## src/rtl/ttm4_fetch_sequencer.sv

```systemverilog
// TTM4 fetch sequencer: program counter, return stack and instruction register.
// Executes one instruction per FETCH/EXEC pair in free-run or single-step mode.
module ttm4_fetch_sequencer #(
  parameter int unsigned PC_W  = 8,
  parameter int unsigned STK_D = 4,
  parameter int unsigned SP_W  = 3
) (
  input  logic            CLK,
  input  logic            RST,
  input  logic            RUN,
  input  logic            STEP,
  output logic [PC_W-1:0] IMEM_ADDR,
  input  logic [10:0]     IMEM_DATA,
  output logic [4:0]      OP,
  output logic [2:0]      LR,
  output logic [2:0]      SR,
  output logic            EXEC,
  input  logic            nPC_LD,
  input  logic            nSK_EN,
  input  logic            SP_D_nU,
  input  logic [PC_W-1:0] JMP_ADDR,
  output logic [SP_W-1:0] SP,
  output logic            STK_ERR,
  output logic            HALTED
);

  localparam int unsigned IdxW = SP_W - 1;

  typedef enum logic [1:0] {StIdle, StFetch, StExec, StHalt} state_e;

  state_e          state_q, state_d;
  logic [PC_W-1:0] pc_q, pc_d;
  logic [10:0]     ir_q, ir_d;
  logic [SP_W-1:0] sp_q, sp_d;
  logic [PC_W-1:0] stk_q [STK_D];
  logic [PC_W-1:0] stk_d [STK_D];
  logic            err_q, err_d;
  logic            step_q, step_d;
  logic [PC_W-1:0] pc_inc;

  assign pc_inc = pc_q + 1'b1;

  always_comb begin
    state_d = state_q;
    pc_d    = pc_q;
    ir_d    = ir_q;
    sp_d    = sp_q;
    stk_d   = stk_q;
    err_d   = err_q;
    step_d  = STEP;
    unique case (state_q)
      StIdle: begin
        if (RUN || (STEP && !step_q)) state_d = StFetch;
      end
      StFetch: begin
        ir_d    = IMEM_DATA;
        state_d = StExec;
      end
      StExec: begin
        state_d = RUN ? StFetch : StIdle;
        // Stack operations win over a plain jump when both are requested.
        if (!nSK_EN && !SP_D_nU) begin
          if (sp_q == SP_W'(STK_D)) begin
            err_d   = 1'b1;
            state_d = StHalt;
          end else begin
            stk_d[sp_q[IdxW-1:0]] = pc_inc;
            sp_d                  = sp_q + 1'b1;
            pc_d                  = JMP_ADDR;
          end
        end else if (!nSK_EN) begin
          if (sp_q == '0) begin
            err_d   = 1'b1;
            state_d = StHalt;
          end else begin
            pc_d = stk_q[sp_q[IdxW-1:0] - 1'b1];
            sp_d = sp_q - 1'b1;
          end
        end else if (!nPC_LD) begin
          pc_d = JMP_ADDR;
        end else begin
          pc_d = pc_inc;
        end
      end
      StHalt: begin
        state_d = StHalt;
      end
      default: begin
        state_d = StIdle;
      end
    endcase
  end

  always_ff @(posedge CLK or posedge RST) begin
    if (RST) begin
      state_q <= StIdle;
      pc_q    <= '0;
      ir_q    <= '0;
      sp_q    <= '0;
      stk_q   <= '{default: '0};
      err_q   <= 1'b0;
      step_q  <= 1'b0;
    end else begin
      state_q <= state_d;
      pc_q    <= pc_d;
      ir_q    <= ir_d;
      sp_q    <= sp_d;
      stk_q   <= stk_d;
      err_q   <= err_d;
      step_q  <= step_d;
    end
  end

  assign IMEM_ADDR = pc_q;
  assign OP        = ir_q[10:6];
  assign LR        = ir_q[5:3];
  assign SR        = ir_q[2:0];
  assign EXEC      = (state_q == StExec);
  assign HALTED    = (state_q == StHalt);
  assign SP        = sp_q;
  assign STK_ERR   = err_q;

endmodule

```

## config.mk

```make
export PLATFORM = sky130hd
export DESIGN_NAME = ttm4_fetch_sequencer
export DESIGN_NICKNAME = d
export VERILOG_FILES = /design/src/rtl/ttm4_fetch_sequencer.sv
export SDC_FILE = /design/constraint.sdc
export NUM_CORES = 1
export LEC_CHECK = 0
export ABC_CLOCK_PERIOD_IN_PS = 2000
export CORE_MARGIN = 2
export CORE_UTILIZATION = 35
export CTS_CLUSTER_SIZE = 24
export DETAILED_ROUTE_END_ITERATION = 7
export HOLD_SLACK_MARGIN = 0.02
export PLACE_DENSITY = 0.58
export SLEW_MARGIN = 25
export SYNTH_ARGS = -nofsm -noshare
export SYNTH_HDL_FRONTEND = slang
export SYNTH_SLANG_ARGS = --single-unit
```

## constraint.sdc

```tcl
create_clock -name CLK -period 2 [get_ports CLK]
set_input_delay 0.6 -clock CLK [delete_from_list [all_inputs] [get_ports CLK]]
set_output_delay 0.6 -clock CLK [all_outputs]
set_load 0.05 [all_outputs]
```

==> metrics.md <==
| Metric | Value |
|---|---|
| Syn Inst Count | `251` |
| Fin area | `0.00384 mm²` |
| Top post-synthesis cells by area | `dfrtp_1 51%, mux2_2 7.5%, o21ai_0 6.2%` |
| Cell Count Post-Placement | `418` |
| Reg2reg start | `SP[0]` |
| Drt first-iter violations | `123` |
| H-tree depth | `3` |
| Critical Setup Path Class | `register to register` |
| Post-synthesis sequential area ratio | `51.2%` |
| Worst R2R Setup Slack | `0.09 ns` |
| Fin cells | `435` |
| Vias/cell | `4.90` |
| Final hold violation count | `0` |
| Outcome | `completed` |
| FF+latch count, synth | `58` |
| Library cells used by synthesis | `40` |
| Synth Flop Type | `dfrtp_1` |
| Area occupied by multi-input gates | `0.00130 mm²` |
| Setup violators final | `0` |
| R2R cell count | `6` |
| Post-route setup TNS | `0 ns` |
| DPL Wire Length | `4830 µm` |
| First-pass GRT wire length | `10800 µm` |
| Drt total wl | `6480 µm` |
| Core footprint | `0.00777 mm²` |
| CP Max Fanout | `8` |
| Tmin final | `1.91 ns` |
| Cell family with most CP delay | `multiplexers` |
| DRC viols | `0` |
| Area share of the largest cell type after synthesis | `51.2%` |
| Die area | `0.00883 mm²` |
| Worst path slowest cell | `mux4_2` |
| Remaining global-route overflow | `0` |
| TritonRoute pass-1 iters | `4` |
| Initial antenna violation count | `0` |
| Largest net degree at the start of global routing | `21` |
| Die Span X | `94.0 µm` |
| Post-synth top cells | `58 x dfrtp_1, 36 x nand2_1, 35 x o21ai_0` |
| Worst EP arrival | `2.13 ns` |
| Cell chain of the critical path | `inv_4 -> ha_4 -> mux4_2 -> mux2_2 -> o21ai_1 -> a21oi_1` |
| Layout cells sized above 1 | `30.9%` |
| Mapped Nets | `283` |
| Mapped Area | `0.00283 mm²` |
| RePlAce Congestion | `0.753` |
| Slew headroom | `64.6%` |
| Worst-Skew Late Latency | `0.33 ns` |
| Layout Utilization | `49.5%` |
| Placement Setup Slack | `-0.213 ns` |
| IO Port Bufs | `50` |
| Area post-placement | `0.00365 mm²` |
| Routed wl met2 | `3100 µm` |
| Asr flop ratio synth | `100%` |
| Setup crit end kind | `register` |
| RSZ-0062 raised after global routing | `false` |
| Synth Warn # | `0` |
| Final setup margin | `0.0949 ns` |
| GR Util All Layers | `16.4%` |
| Rows | `32` |
| Most common cell in the netlist | `dfrtp_1` |
| Wl on met1 | `2980 µm` |
| Worst IR Drop VDD | `0.465 mV` |
| Max Cap Viol | `0` |
| # hold bufs at CTS | `0` |
| Die Y | `94.0 µm` |
| Max Slew Vio Count | `0` |
| Longest Clk Path Bufs | `2` |
| Wirelength per Cell | `14.9 µm` |
| Worst-path clk slew | `0.06 ns` |
| Top Metal Used | `met4` |
| Hold Path Class | `register to register` |
| CTS Sinks | `58` |
| CP Buf/Inv Count | `1` |
| TritonCTS clock tree | `done` |
| I/O Pins | `51` |
| Cell depth of the worst setup path | `6` |
| Yosys top cell by area | `dfrtp_1` |
| Final ANT Viol Nets | `0` |
| Initial Util | `36.5%` |
| Final Skew | `0.00580 ns` |
| Mapped Avg Cell Area | `11.3 µm²` |
| CP Launch Point | `SP[0]` |
| Power per cell area | `1720 mW/mm²` |
| CP max stage delay | `0.53 ns` |
| Vias | `2130` |
| Sequential Area | `0.00145 mm²` |
| Total CTS buffers | `9` |
| Number of synthesized flops with an enable pin | `0` |
| Vias in the first global route | `2136` |
| Lkg Pwr | `1.70 nW` |
| Fmax | `0.525 GHz` |
| Antenna cell count | `0` |
| Layout net count | `362` |
| Area growth syn-to-layout | `35.5%` |
| Fillers | `709` |
| R2R Path End | `IMEM_ADDR[5]` |
| Crit start category | `register` |
| Routed met3 length | `268 µm` |
| Worst EP required | `2.22 ns` |
| Crit path to | `IMEM_ADDR[5]` |
| Crit share post-route | `95.3%` |
| Worst-margin pin slew | `0.531 ns` |
| Root Driver | `clkbuf_8` |
-- timing repair --
action | in CTS | in global routing
pin swaps | 0 | 1
resized for setup | 1 | 3
setup endpoints to repair | 1 | 4
setup buffers | 0 | 3
-- power by group --
| group | total, mW | internal (mW) | switching, mW | leakage (nW) |
|---|---|---|---|---|
| combinational | 3.65 | 1.61 | 2.04 | 0.893 |
| clock | 0.929 | 0.505 | 0.424 | 0.0826 |
| sequential | 2.02 | 1.68 | 0.340 | 0.725 |
-- worst min path at each step --
stage | slack [ns] | start | cells past startpoint | to
final | 0.46 | STK_ERR | 1 | STK_ERR
after global routing | 0.49 | STK_ERR | 1 | STK_ERR
after CTS | 0.46 | STK_ERR | 1 | STK_ERR
after detailed placement | 0.45 | STK_ERR | 1 | STK_ERR
after global placement | 0.45 | STK_ERR | 1 | STK_ERR
after floorplan | 0.44 | stk_q[10] | 2 | stk_q[10]
-- placed cells by master (no fill, tap or decap), types with 3 or more instances in the layout --
master           Yosys  layout
a21oi_1              9       9
and3_1               3       3
buf_12               0       8
buf_4                0      46
clkbuf_1             5       3
clkbuf_8             0      11
clkdlybuf4s50_1      0      25
dfrtp_1             58      56
ha_1                 5       4
inv_1                9       5
mux2_2              19      18
mux2i_1              3       3
mux4_2               2       6
nand2_1             36      36
nand3_1              6       4
nand4_1              3       3
nor2_1               6       6
nor2b_1              3       3
o211ai_1             3       3
o21ai_0             35      34
xnor2_1              8       8
-- area by class of cell --
cell class	count	share of cell area [%]
Sequential cell	58	37.9
Multi-Input combinational cell	173	33.9
Timing Repair Buffer	79	19.7
Clock buffer	14	4.23
Tap cell	102	3.32
Inverter	9	1.04
-- logic make-up after synthesis --
group,synth area share [%]
compound gates,12.5
xor+xnor,3.09
fa+ha+maj,2.91
buf+inv,3.44
flops,51.2
mux,16.3
simple gates,10.6
-- layer usage --
metal  up-vias  global-route usage (%)
met3        11                    3.29
li1       1054                       -
met5         -                       0
met2        36                    25.0
met4         0                    7.85
met1      1029                    22.3
-- sequential cells by signal (all words and copies together), names as in the netlist --
signal     flops
STK_ERR        1
state_q        2
stk_q         32
step_q         1
IMEM_ADDR      8
ir_q          11
SP             3
-- per-stage QoR --
step           hold slack [ns]  total power, mW
2_1_floorplan            0.442             4.38
3_3_place_gp             0.447             5.62
3_5_place_dp             0.452             5.65
4_1_cts                  0.462             6.60
5_1_grt                  0.491             7.03
6_report                 0.456             6.61
-- worst reg2reg max path, stage by stage, from the launching register on --
cell and delay [ns]:
dfrtp_2 0.38, inv_4 0.05, ha_4 0.34, mux4_2 0.53, mux2_2 0.29, o21ai_1 0.12, a21oi_1 0.07
(Power assumes the default switching activity.)
